`config.mk`:
```
export PLATFORM = sky130hd
export DESIGN_NAME = uart_transmitter_flat
export DESIGN_NICKNAME = d
export VERILOG_FILES = /design/src/rtl/uart_pkg.sv /design/src/rtl/uart_transmitter_if.sv /design/src/rtl/uart_tick_counter.sv /design/src/rtl/uart_transmitter.sv /design/src/flat_wrapper.sv
export SDC_FILE = /design/constraint.sdc
export NUM_CORES = 1
export LEC_CHECK = 0
export CAP_MARGIN = 10
export CORE_MARGIN = 2
export CORE_UTILIZATION = 55
export DETAILED_ROUTE_END_ITERATION = 16
export GPL_TIMING_DRIVEN = 0
export HOLD_SLACK_MARGIN = 0.06
export PLACE_DENSITY = 0.8
export SLEW_MARGIN = 20
export SYNTH_ARGS = -nofsm -noshare
export SYNTH_HDL_FRONTEND = slang
export SYNTH_HIERARCHICAL = 1
export SYNTH_SLANG_ARGS = --single-unit
export TNS_END_PERCENT = 30
```
`constraint.sdc`:
```
create_clock -name clk -period 4.8 [get_ports clk]
set_input_delay 0.96 -clock clk [delete_from_list [all_inputs] [get_ports clk]]
set_output_delay 0.96 -clock clk [all_outputs]
set_load 0.05 [all_outputs]
```
`src/rtl/uart_pkg.sv`:
```
// Shared UART definitions: frame state encoding, default frame geometry and
// tick-counter sizing, used by both transmitter and receiver.
package uart_pkg;

    typedef enum logic [2:0] {
        IDLE,
        START,
        DATA,
        PARITY,
        STOP
    } uart_state_t;

    localparam int unsigned UART_DBITS   = 8;
    localparam int unsigned UART_OS_TICK = 16;
    localparam int unsigned UART_SB_TICK = 16;

    // Width needed to hold max(os_tick, sb_tick)-1.
    function automatic int unsigned tick_width(input int unsigned os_tick,
                                               input int unsigned sb_tick);
        int unsigned m;
        m = (os_tick > sb_tick) ? os_tick : sb_tick;
        return (m > 2) ? int'($clog2(m)) : 1;
    endfunction

endpackage

```
`src/rtl/uart_transmitter_if.sv`:
```
// Host-side handshake of the UART transmitter: start request, data byte,
// busy status and completion pulse.
interface uart_transmitter_if #(
    parameter int unsigned DBITS = uart_pkg::UART_DBITS
);
    logic             tx_start;
    logic [DBITS-1:0] d_in;
    logic             tx_busy;
    logic             done_tick;

    modport master (
        output tx_start,
        output d_in,
        input  tx_busy,
        input  done_tick
    );

    modport slave (
        input  tx_start,
        input  d_in,
        output tx_busy,
        output done_tick
    );
endinterface

```
`src/rtl/uart_tick_counter.sv`:
```
// Modulo counter advanced by baud_tick, with synchronous clear and a
// terminal-count compare; wraps to zero on the tick that hits the terminal.
module uart_tick_counter #(
    parameter int unsigned WIDTH = 4
) (
    input  logic             clk,
    input  logic             rst,
    input  logic             tick,
    input  logic             clr,
    input  logic [WIDTH-1:0] term,
    output logic             at_term
);
    logic [WIDTH-1:0] count;

    assign at_term = (count == term);

    always_ff @(posedge clk or negedge rst) begin
        if (!rst) begin
            count <= '0;
        end else if (clr) begin
            count <= '0;
        end else if (tick) begin
            count <= at_term ? '0 : count + WIDTH'(1);
        end
    end
endmodule

```
`src/rtl/uart_transmitter.sv`:
```
// UART transmitter: start bit, DBITS data bits LSB-first, optional even parity
// (UART_TX_PARITY_EN), stop period; tx is registered from the next-state level.
module uart_transmitter
    import uart_pkg::*;
#(
    parameter int unsigned DBITS   = UART_DBITS,
    parameter int unsigned OS_TICK = UART_OS_TICK,
    parameter int unsigned SB_TICK = UART_SB_TICK
) (
    input  logic              clk,
    input  logic              rst,
    input  logic              baud_tick,
    uart_transmitter_if.slave host,
    output logic              tx
);
    localparam int unsigned   SW      = tick_width(OS_TICK, SB_TICK);
    localparam int unsigned   NW      = (DBITS > 1) ? $clog2(DBITS) : 1;
    localparam logic [SW-1:0] OS_LAST = SW'(OS_TICK - 1);
    localparam logic [SW-1:0] SB_LAST = SW'(SB_TICK - 1);
    localparam logic [NW-1:0] N_LAST  = NW'(DBITS - 1);

    uart_state_t      state_q, state_d;
    logic [DBITS-1:0] b_q, b_d;
    logic [NW-1:0]    n_q, n_d;
    logic [SW-1:0]    s_term;
    logic             s_clr, s_at_term, bit_end;
    logic             tx_d, done_q, done_d;
`ifdef UART_TX_PARITY_EN
    logic             par_q, par_d;
`endif

    // Counter is held clear in IDLE and wraps itself at each bit boundary.
    assign s_clr   = (state_q == IDLE);
    assign s_term  = (state_q == STOP) ? SB_LAST : OS_LAST;
    assign bit_end = baud_tick && s_at_term;

    uart_tick_counter #(.WIDTH(SW)) u_tick_counter (
        .clk     (clk),
        .rst     (rst),
        .tick    (baud_tick),
        .clr     (s_clr),
        .term    (s_term),
        .at_term (s_at_term)
    );

    always_ff @(posedge clk or negedge rst) begin
        if (!rst) begin
            state_q <= IDLE;
            b_q     <= '0;
            n_q     <= '0;
            tx      <= 1'b1;
            done_q  <= 1'b0;
`ifdef UART_TX_PARITY_EN
            par_q   <= 1'b0;
`endif
        end else begin
            state_q <= state_d;
            b_q     <= b_d;
            n_q     <= n_d;
            tx      <= tx_d;
            done_q  <= done_d;
`ifdef UART_TX_PARITY_EN
            par_q   <= par_d;
`endif
        end
    end

    always_comb begin
        state_d = state_q;
        b_d     = b_q;
        n_d     = n_q;
`ifdef UART_TX_PARITY_EN
        par_d   = par_q;
`endif
        case (state_q)
            IDLE: begin
                if (host.tx_start) begin
                    state_d = START;
                    b_d     = host.d_in;
`ifdef UART_TX_PARITY_EN
                    par_d   = ^host.d_in;
`endif
                end
            end
            START: begin
                if (bit_end) begin
                    state_d = DATA;
                    n_d     = '0;
                end
            end
            DATA: begin
                if (bit_end) begin
                    b_d = b_q >> 1;
                    if (n_q == N_LAST) begin
`ifdef UART_TX_PARITY_EN
                        state_d = PARITY;
`else
                        state_d = STOP;
`endif
                    end else begin
                        n_d = n_q + NW'(1);
                    end
                end
            end
`ifdef UART_TX_PARITY_EN
            PARITY: begin
                if (bit_end) state_d = STOP;
            end
`endif
            STOP: begin
                if (bit_end) state_d = IDLE;
            end
            default: state_d = IDLE;
        endcase
    end

    // Line level follows the next state so the pad register changes with it.
    always_comb begin
        case (state_d)
            START:   tx_d = 1'b0;
            DATA:    tx_d = b_d[0];
`ifdef UART_TX_PARITY_EN
            PARITY:  tx_d = par_d;
`endif
            default: tx_d = 1'b1;
        endcase
        done_d       = (state_q == STOP) && bit_end;
        host.tx_busy = (state_q != IDLE);
    end

    assign host.done_tick = done_q;
endmodule

```
`src/flat_wrapper.sv`:
```
// flat-port wrapper written by rule: the top's interface ports become plain ports
module uart_transmitter_flat import uart_pkg::*;
#(
    parameter int unsigned DBITS   = UART_DBITS,
    parameter int unsigned OS_TICK = UART_OS_TICK,
    parameter int unsigned SB_TICK = UART_SB_TICK
)
  (clk, rst, baud_tick, tx, host_tx_start, host_d_in, host_tx_busy, host_done_tick);
  uart_transmitter_if #(.DBITS(DBITS)) host_i ();
  input  logic clk;
  input  logic rst;
  input  logic baud_tick;
  output logic tx;
  input wire logic [$bits(host_i.tx_start)-1:0] host_tx_start;
  input wire logic [$bits(host_i.d_in)-1:0] host_d_in;
  output wire logic [$bits(host_i.tx_busy)-1:0] host_tx_busy;
  output wire logic [$bits(host_i.done_tick)-1:0] host_done_tick;
  assign host_i.tx_start = host_tx_start;
  assign host_i.d_in = host_d_in;
  assign host_tx_busy = host_i.tx_busy;
  assign host_done_tick = host_i.done_tick;
  uart_transmitter #(.DBITS(DBITS), .OS_TICK(OS_TICK), .SB_TICK(SB_TICK)) u_core (.clk(clk), .rst(rst), .baud_tick(baud_tick), .host(host_i), .tx(tx));
endmodule
```
Word-level counts from Yosys, hierarchy flattened
Index checks and enable logic that the tools add are counted.
Word-level totals
  bits in registers: 20
  latch bits: 0
  RAM bits: 0
  ROM bits: 0
  input port bits: 12
  output and inout port bits: 3
  word-level logic and storage cells: 46
  memories kept: 0
Operators by class
  $add $sub $neg: 2
  $mul: 0
  divide/modulo/power cells: 0
  magnitude comparators: 0
  equality and inequality tests: 11
  shift operators: 0
  multiplexer cells: 17
  bitwise logic cells: 0
  reductions and logical operators: 9
Operators with widths (number)
  $mux 3: 8
  $mux 8: 2
  $pmux 8 s2: 1
  $mux 4: 3
  $pmux 3 s4: 1
  $eq 3x1->1 const B: 2
  $eq 3x2->1 const B: 2
  $eq 3x3->1 const B: 2
  $pmux 3 s2: 1
  $reduce_bool 2->1: 3
  $add 4x1->4 const B: 1
  $eq 4x4->1 const B: 1
  $ne 2x1->1 const B: 2
  $ne 2x2->1 const B: 2
  $reduce_and 4->1: 1
  $add 3x1->3 const B: 1
  $logic_not 3->1: 1
  $reduce_and 3->1: 1
  $reduce_bool 3->1: 1
  $logic_and 1x1->1: 2
  $pmux 1 s2: 1

Depth between registers and ports, before layout
  depth after elaboration: 6
  gate-level depth with buffers: 6
  mapped depth without buffers: 5

Modules after synthesis
Netlist, hierarchy kept.
Modules (own cells, without submodules)
  uart_transmitter: instances 1, cells an instance 70, area an instance 808.3 um2
  uart_tick_counter: instances 1, cells an instance 27, area an instance 284.0 um2

Worst setup path before layout
Ideal clock, no wire load.
  kind: register -> output
  start point: register u_core.state_q[0]
  end point: output host_tx_busy
  arrival time: 1.160 ns
  required time: 3.840 ns
  slack: 2.680 ns
  stages on the path, launching flop included: 3
  buffers on the path: 1
  cells stage by stage: dfrtp_1 buf_2 or3_1
On the way
  word-level cells in the longest chain between the ends: 1
RTL lines
  from (decl): line uart_transmitter.sv:22  | uart_state_t state_q, state_d;
  from (signal assigned): line uart_transmitter.sv:57  | state_q <= state_d;
  $reduce_bool 3->1: line uart_transmitter.sv:128  | host.tx_busy = (state_q != IDLE);
  to (decl): line flat_wrapper.sv:16  | output wire logic [$bits(host_i.tx_busy)-1:0] host_tx_busy;
Every way passes these cells.

Final worst setup path
Ends and elaborated chain as after synthesis.

==> reports/results.ini <==
[run_status]
outcome = completed

[place]
hpwl_um = 1568
globalplace.congestion = 0.7788
port_buffers = 14
place_area_um2 = 1277

[setup_path]
r2r_slack_ns = 2.67
crit_type = reg2out
worst-path-max-fanout = 10
r2r_cells = 5
crit_start = u_core/state_q[0]$_DFF_PN0_
r2r_end = u_core/b_q[7]$_DFFE_PN0P_
start_kind = flop
crit_arrival_ns = 2.06
crit_end = host_tx_busy
worst_setup_path_end_kind = output pin
cp.required_ns = 3.84
r2r_start = u_core/u_tick_counter/count[0]$_DFFE_PN0P_

[worst_hold_path]
worst_hold_path_type = reg2reg

[floorplan]
row_count = 16
die-area_um2 = 2359
ioPinCount = 15
die_y_um = 48.57
start_util_pct = 56.84
die_w_um = 48.57
core-area_um2 = 1922

[clock_tree]
htreeDepth = 1
clockBufferDepth = 2
postCtsSetupRepairBufs = 0
cts_inserted_buffers = 3
ctsHoldBuffers = 0
path_clk_slew_ns = 0.11
root_buffer = clkbuf_4
cts-resized-gates = 0
clock-sinks = 20
clkLatencyLatePin_ns = 0.30
cts_tree = done

[power]
ir_drop_mv = 0.2680
p_per_area_nw_per_um2 = 479.1
p_leak_uw = 0.0005673

[routing]
viasPerCell = 5.621
drc = 0
ant_nets = 0
vias = 815
drt_iter0_drc = 14
wl_per_cell_um = 14.29
wl_um = 2072
dr.pass1.iters = 4

[layout]
layout_commonest_cell = dfrtp_1
utilization_pct = 67.84
n_antenna_cell = 0
nets = 134
post-route-cell-area_um2 = 1304
areaGrowthSynthToFinish_pct = 19.36
drive_gt1_share_pct = 12.71
fill_cells = 175
layout_common_cells = dfrtp_1 (19), clkdlybuf4s50_1 (14), and2_1 (6), a221o_1 (6)

[synthesis]
ys_async_sr_fraction_pct = 100.0
synth-edff-count = 0
synth_top_area_share_pct = 43.53
yosys.area.top_type = dfrtp_1
ys.warnings.count = 6
synthCells = 97
ys.flop_type = dfrtp_1
syn_avg_cell_area_um2 = 11.26
ys_types = 39
syn-cell-area_um2 = 1092
synth_seq_area_share_pct = 45.93
synth_area_leaders = dfrtp_1 (44%), a221o_1 (5.5%), and2_1 (3.4%)
synth-seq-cells = 20

[sta]
setup_viol_count_final = 0
slew_headroom_pct = 41.34
tightest_slew_ns = 0.8771
max_freq_ghz = 0.3306
slew_viol_final = 0
fin_tns_setup_ns = 0
finClkSkew_ns = 0.01149
hold_viol_final = 0
min_period_ns = 3.025
rsz0062_at_grt = false
min_period_over_period_pct = 63.02

[job]
max-cap-violations = 0

[global_routing]
overflow = 0
grt_usage_pct = 20.12
grt_pass1_vias = 854
antenna_found_initial = 0
grt_start_max_net_pins = 21
grt_pass1_wl_um = 3788

power by group:
group          internal (uW)  switching (uW)  leakage (uW)  total (uW)
combinational            125             147      0.000303         272
sequential               226            44.9      0.000250         271
clock                   32.4            50.0     0.0000150        82.3
total                    383             241      0.000567         625
logic make-up (layout without fill, tap and decap cells):
| kind of cell | Yosys count | after routing | share of synthesized area (%) |
|---|---|---|---|
| AO/OA/AOI/OAI | 20 | 20 | 16.73 |
| XOR/XNOR | 4 | 4 | 3.207 |
| adder cells (fa/ha/maj) | 3 | 3 | 3.437 |
| buffers and inverters | 6 | 24 | 2.405 |
| flip-flops | 20 | 20 | 45.93 |
| multiplexers | 3 | 3 | 2.978 |
| other | 1 | 4 | 0.3433 |
| AND/OR/NAND/NOR | 40 | 40 | 24.97 |
metal layers:
metal | up-vias | GRT usage (%) | share of wire, %
met5 | - | 0 | 0
met4 | 0 | 4.286 | 0.77
met3 | 2 | 3.086 | 2.0
met2 | 9 | 37.04 | 55
met1 | 406 | 24.95 | 42
li1 | 398 | - | -
metrics by stage:
stage | cells | power [uW] | hold WS [ns] | setup WS, ns
3_3_place_gp | 141 | 531.0 | 0.4886 | 2.153
2_1_floorplan | 100 | 473.8 | 0.4701 | 2.680
6_report | 145 | 624.7 | 0.5181 | 1.775
4_1_cts | 145 | 632.3 | 0.5222 | 1.769
5_1_grt | 145 | 673.5 | 0.5468 | 1.684
3_5_place_dp | 141 | 548.1 | 0.4946 | 2.124
critical path: stages (launching register included):
cell and delay [ns]:
dfrtp_1 0.46, buf_2 0.21, or3_1 0.38, clkdlybuf4s50_1 0.72
flip-flops by register name, summed over array words and instances, names as in the netlist:
register                     flops
u_core/b_q                       8
u_core/u_tick_counter/count      4
u_core/n_q                       3
u_core/state_q                   3
u_core/host.done_tick            1
u_core/tx                        1
cell usage after synthesis, drive strengths merged (2+ instances only):
library cell  number
xor2               4
nor2               3
nand2              5
o32ai              3
nand3b             2
a221o              6
nand2b             4
buf                2
o21ai              2
or2b               2
nor3b              2
ha                 3
dfrtp             19
a21oi              2
mux2               2
and2               6
nand3              5
nor4               2
a22o               2
nor4b              2
inv                3
worst min path at each step:
stage / startpoint / endpoint / slack (ns) / cells after the start
2_1_floorplan: u_core/n_q[1]$_DFFE_PN0P_ / u_core/n_q[1]$_DFFE_PN0P_ / 0.47 / 1
3_3_place_gp: u_core/b_q[2]$_DFFE_PN0P_ / u_core/b_q[1]$_DFFE_PN0P_ / 0.49 / 1
3_5_place_dp: u_core/b_q[2]$_DFFE_PN0P_ / u_core/b_q[1]$_DFFE_PN0P_ / 0.49 / 1
4_1_cts: u_core/b_q[2]$_DFFE_PN0P_ / u_core/b_q[1]$_DFFE_PN0P_ / 0.52 / 1
5_1_grt: u_core/b_q[2]$_DFFE_PN0P_ / u_core/b_q[1]$_DFFE_PN0P_ / 0.55 / 1
6_report: u_core/b_q[2]$_DFFE_PN0P_ / u_core/b_q[1]$_DFFE_PN0P_ / 0.52 / 1
cell type report:
| type | instances | area [um2] | area share (%) |
|---|---|---|---|
| timing repair buffer | 14 | 140.1 | 10.75 |
| sequential | 20 | 501.7 | 38.48 |
| inverter | 3 | 11.26 | 0.8637 |
| clock buffer | 4 | 26.28 | 2.015 |
| buffer | 3 | 15.01 | 1.152 |
| tap | 27 | 33.78 | 2.591 |
| multi-input combinational | 74 | 575.6 | 44.15 |
No activity file was read; power rests on OpenSTA's default activity.
==> RTL edit 1 (same settings) <==
Encoding of `uart_state_t`: now one-hot (5 bits for 5 states).
--- a/src/rtl/uart_pkg.sv
+++ b/src/rtl/uart_pkg.sv
@@ -4,8 +4,8 @@
 
-    typedef enum logic [2:0] {
-        IDLE,
-        START,
-        DATA,
-        PARITY,
-        STOP
+    typedef enum logic [4:0] {
+        IDLE   = 5'b00001,
+        START  = 5'b00010,
+        DATA   = 5'b00100,
+        PARITY = 5'b01000,
+        STOP   = 5'b10000
     } uart_state_t;
Formal check against the unedited RTL: no difference found for any inputs over 10 cycles, from zero or initial values and one cycle with rst low; not proved beyond that.
==> RTL edit 1 against the unedited design <==
- synthesized area rose by 1.9%
- synthesized cell count is the same
- routed wire length rose by 5.2%
- design area rose by 2.4%
- sequential cell count grew 2
- worst setup slack gained 0.35 ns
- global-route usage up 0.78 points
- critical path type unchanged
- critical endpoint unchanged
- largest cell class is now sequential cells
- highest routed layer unchanged
Power is not compared: it rests on default switching activity, and its combinational part moved more than twofold at a synthesized area within 25%.
==> RTL edit 1: results (changes against the unedited design) <==
Place:
- The total cell area at the placement stage is 1300 um^2 (+1.7%).
- The global placement routability congestion came to 0.790 (+1.5%).
- The HPWL after detailed placement is 1630 um (+3.9%).

STA:
- The worst max-slew margin expressed relative to the limit is 37.0% (-4.3 points).
- The maximum clock skew at final layout is 0.00318 ns (-0.00831 ns).

Detailed routing:
- The via density per instance is 5.77 (+2.7%).
- The number of violations reported at the end of detailed-routing iteration 0 is 38 (+24).
- The count of TritonRoute iterations in the first routing pass was 6 (+2).
- The overall routed net length was 2180 um (+5.2%).

Final layout:
- The largest registers in the layout are u_core/b_q: 8 flops, u_core/state_q: 5 flops, u_core/u_tick_counter/count: 4 flops.
- The fraction of layout instances using a drive strength above 1 is 16.1% (+3.4 points).

Outcome:
- The run finished with clean final reports.

Yosys:
- By area the synthesized netlist is led by sky130_fd_sc_hd__dfrtp_1, sky130_fd_sc_hd__a222oi_1, sky130_fd_sc_hd__dfstp_2.
- The average size of a mapped cell came to 11.5 um^2 (+1.9%).
- By count the netlist is led by sky130_fd_sc_hd__dfrtp_1, sky130_fd_sc_hd__inv_1, sky130_fd_sc_hd__a222oi_1.
- The post-synthesis sequential area ratio is 49.7% (+3.7 points).

Min path:
- The origin of the worst min-delay path is u_core/b_q[0].
- The hold-critical path endpoint is u_core/b_q[0].
- The worst hold path depth came to 2 (+1).

Global routing:
- The total routing usage reported by global routing is 20.9% (+0.78 points).
- The number of global-route vias before repair is 879 (+2.9%).

Setup path:
- The count of cells along the worst register-to-register path is 6 (+1).
- The largest fanout on the critical path came to 5 (-5).
- The worst register-to-register path ends at u_core/tx.
- The most critical setup path has its startpoint at u_core/state_q[1].
-- RTL edit 1: worst max-delay path by stage --
| stage | endpoint | slack, ns |
|---|---|---|
| floorplan | u_core/tx | 2.90 |
| global placement | u_core/tx | 2.22 |
| finish | host_tx_busy | 2.12 |
| CTS | host_tx_busy | 2.11 |
| global route | host_tx_busy | 2.05 |
| detailed placement | u_core/tx | 2.21 |
-- RTL edit 1: final cells by class --
cell class                      instances  area, um^2  area share (%)
Clock buffer                            4        36.3            2.72
Buffer                                  2        8.76           0.656
Sequential cell                        22         553            41.4
Timing Repair Buffer                   14         140            10.5
Multi-Input combinational cell         67         529            39.6
Tap cell                               27        33.8            2.53
Inverter                                9        33.8            2.53
-- RTL edit 1: kinds of logic after synthesis --
group | count (synthesis) | synth area share (%)
and+or+nand+nor | 31 | 18.5
DFF | 22 | 49.7
AOI/OAI and AO/OA | 21 | 17.9
buffers and inverters | 11 | 3.82
xor gates and xnor gates | 4 | 3.15
adders and majority gates | 3 | 3.37
muxes | 3 | 2.92
other | 2 | 0.674
-- RTL edit 1: power breakdown --
group / switching, uW / internal, uW / total [uW]
clock network: 51.3 / 46.2 / 97.5
registers: 22.0 / 211 / 233
logic: 49.6 / 47.8 / 97.5
-- RTL edit 1: layer usage --
layer	share of wire [%]	GRT usage [%]	up-vias
li1	-	-	401
met2	49	34.5	21
met5	0	0	-
met3	3.5	3.99	4
met1	46	26.5	411
met4	1.4	10.0	0
-- RTL edit 1: metrics by stage --
stage               setup slack [ns]  util (%)
floorplan                       2.90         -
CTS                             2.11      68.8
detailed placement              2.21      66.9
global route                    2.05      68.8
finish                          2.12      68.8
global placement                2.22      66.9
-- RTL edit 1: worst max-delay path: stages (launching register included) --
cell	delay, ns
sky130_fd_sc_hd__dfrtp_1	0.43
sky130_fd_sc_hd__nor2_1	0.08
sky130_fd_sc_hd__nand3_1	0.10
sky130_fd_sc_hd__clkdlybuf4s50_1	0.80
==> RTL edit 2 (same settings) <==
Without the edit above. Build with the macro `UART_TX_PARITY_EN` defined.
--- a/src/rtl/uart_transmitter.sv
+++ b/src/rtl/uart_transmitter.sv
@@ -2,2 +2,4 @@
 // (UART_TX_PARITY_EN), stop period; tx is registered from the next-state level.
+`define UART_TX_PARITY_EN
+
 module uart_transmitter
Check against the original RTL: same outputs for any inputs over 10 cycles, from zero or initial values and one cycle with rst low; that may be too few to reach the edited logic, so the function may still have changed.
==> RTL edit 2 against the unedited design <==
- non-clock buffer count is 2 higher
- synthesized area is 10% higher
- routed wire length is 15% higher
- critical endpoint unchanged
- design area is 8.6% higher
- sequential cell count is 1 higher
- total power is 16% higher
- worst setup slack worse by 0.016 ns
- sequential share of layout area is 1.3 points lower
==> RTL edit 2: results (changes against the unedited design) <==
Min path:
- The worst hold path begins at u_core/b_q[4].
- The worst hold path terminates at u_core/b_q[4].

Outcome:
- The flow ran to the end, and the final reports show no timing, DRC or antenna violations.

Final layout:
- The non-clock inverter instance count of the final layout is 5 (+2).
- The non-filler instance count after layout is 165 (+14%).
- The area of the multi-input gates is 631 um^2 (+9.6%).
- The fraction of layout instances using a drive strength above 1 is 13.0% (+0.33 points).
- The clock network area share came to 1.86% (-0.16 points).
- The layout buffering overhead excluding clock cells is 12.7% (+0.82 points).
- The count of non-CTS buffers in the layout is 19 (+2).
- The fraction of area in registers is 37.2% (-1.3 points).
- The multi-input combinational gate total is 89 (+20%).
- The number of clock buffers in the layout is 4 (unchanged).

STA:
- The worst max-slew margin expressed relative to the limit is 36.9% (-4.5 points).
- The maximum clock skew at final layout is 0.00586 ns (-0.00562 ns).

Global routing:
- The wire length of the first global-routing pass is 3970 um (+4.7%).
- The number of global-route vias before repair came to 885 (+3.6%).
- The largest net degree at the start of global routing came to 22 (+4.8%).

Setup path:
- The origin of the critical flop-to-flop path is u_core/u_tick_counter/count[1].
- The count of cells along the worst register-to-register path is 6 (+1).
- In this run the worst setup path begins at u_core/state_q[2].
- The worst setup slack for register-to-register paths is 2.66 ns (about the same).
- The data arrival time of the critical path came to 2.08 ns (+0.02 ns).
- In this run the critical register-to-register path is captured at u_core/tx.
- The largest fanout on the critical path is 10 (unchanged).

Yosys:
- The number of instances in the synthesized netlist is 117 (+21%).
- The post-synthesis sequential area ratio is 43.7% (-2.2 points).

Place:
- The global placement routability congestion is 0.770 (-1.1%).
- The worst setup timing slack at the placement stage came to 2.09 ns (-0.0307 ns).
- The HPWL after detailed placement was 1720 um (+9.9%).
- The total cell area at the placement stage is 1390 um^2 (+8.8%).

Detailed routing:
- The wire length on met3 was 88 um (+110%).
- The met2 wire length is 1180 um (+3.1%).
- The detailed router used layers up to and including met4.
- The detailed-routing wirelength on met1 is 1090 um (+25%).
- The overall routed net length is 2380 um (+15%).
- The number of violations reported at the end of detailed-routing iteration 0 was 36 (+22).
- The count of TritonRoute iterations in the first routing pass is 6 (+2).

Power and ir drop:
- The reported leakage power was 0.000637 uW (+12%).
- The maximum resistive drop on vdd came to 0.000334 V (+24%).

Clock network:
- The CTS H-tree depth is 1 (unchanged).
[RTL edit 2: changes by cell type after synthesis, sizes merged, moves of 3 or more]
cell	delta
a22oi	+8
a221o	-6
xnor2	+8
nand2b	-4
o2bb2ai	+3
nor2	+6
nand2	+14
and2	-6
[RTL edit 2: cells by family (layout without fill, tap and decap cells)]
logic type      count (synthesis)  after routing  synth area share (%)
xor+xnor                       12             12                  8.72
fa+ha+maj                       3              3                  3.12
compound gates                 25             25                  17.0
flops                          21             21                  43.7
buf+inv                        10             28                  4.88
simple gates                   42             42                  19.6
other cells                     1              4                 0.311
mux                             3              3                  2.60
[RTL edit 2: layer usage]
metal | GRT usage, % | vias up
li1 | - | 455
met5 | 0 | -
met3 | 3.57 | 4
met2 | 34.0 | 26
met4 | 8.56 | 0
met1 | 27.0 | 465
[RTL edit 2: power by group]
group | switching (uW) | leakage, uW | internal, uW | total (uW)
registers | 50.4 | 0.000260 | 249 | 300
clock network | 52.2 | 0.0000150 | 32.3 | 84.5
logic | 189 | 0.000362 | 149 | 339
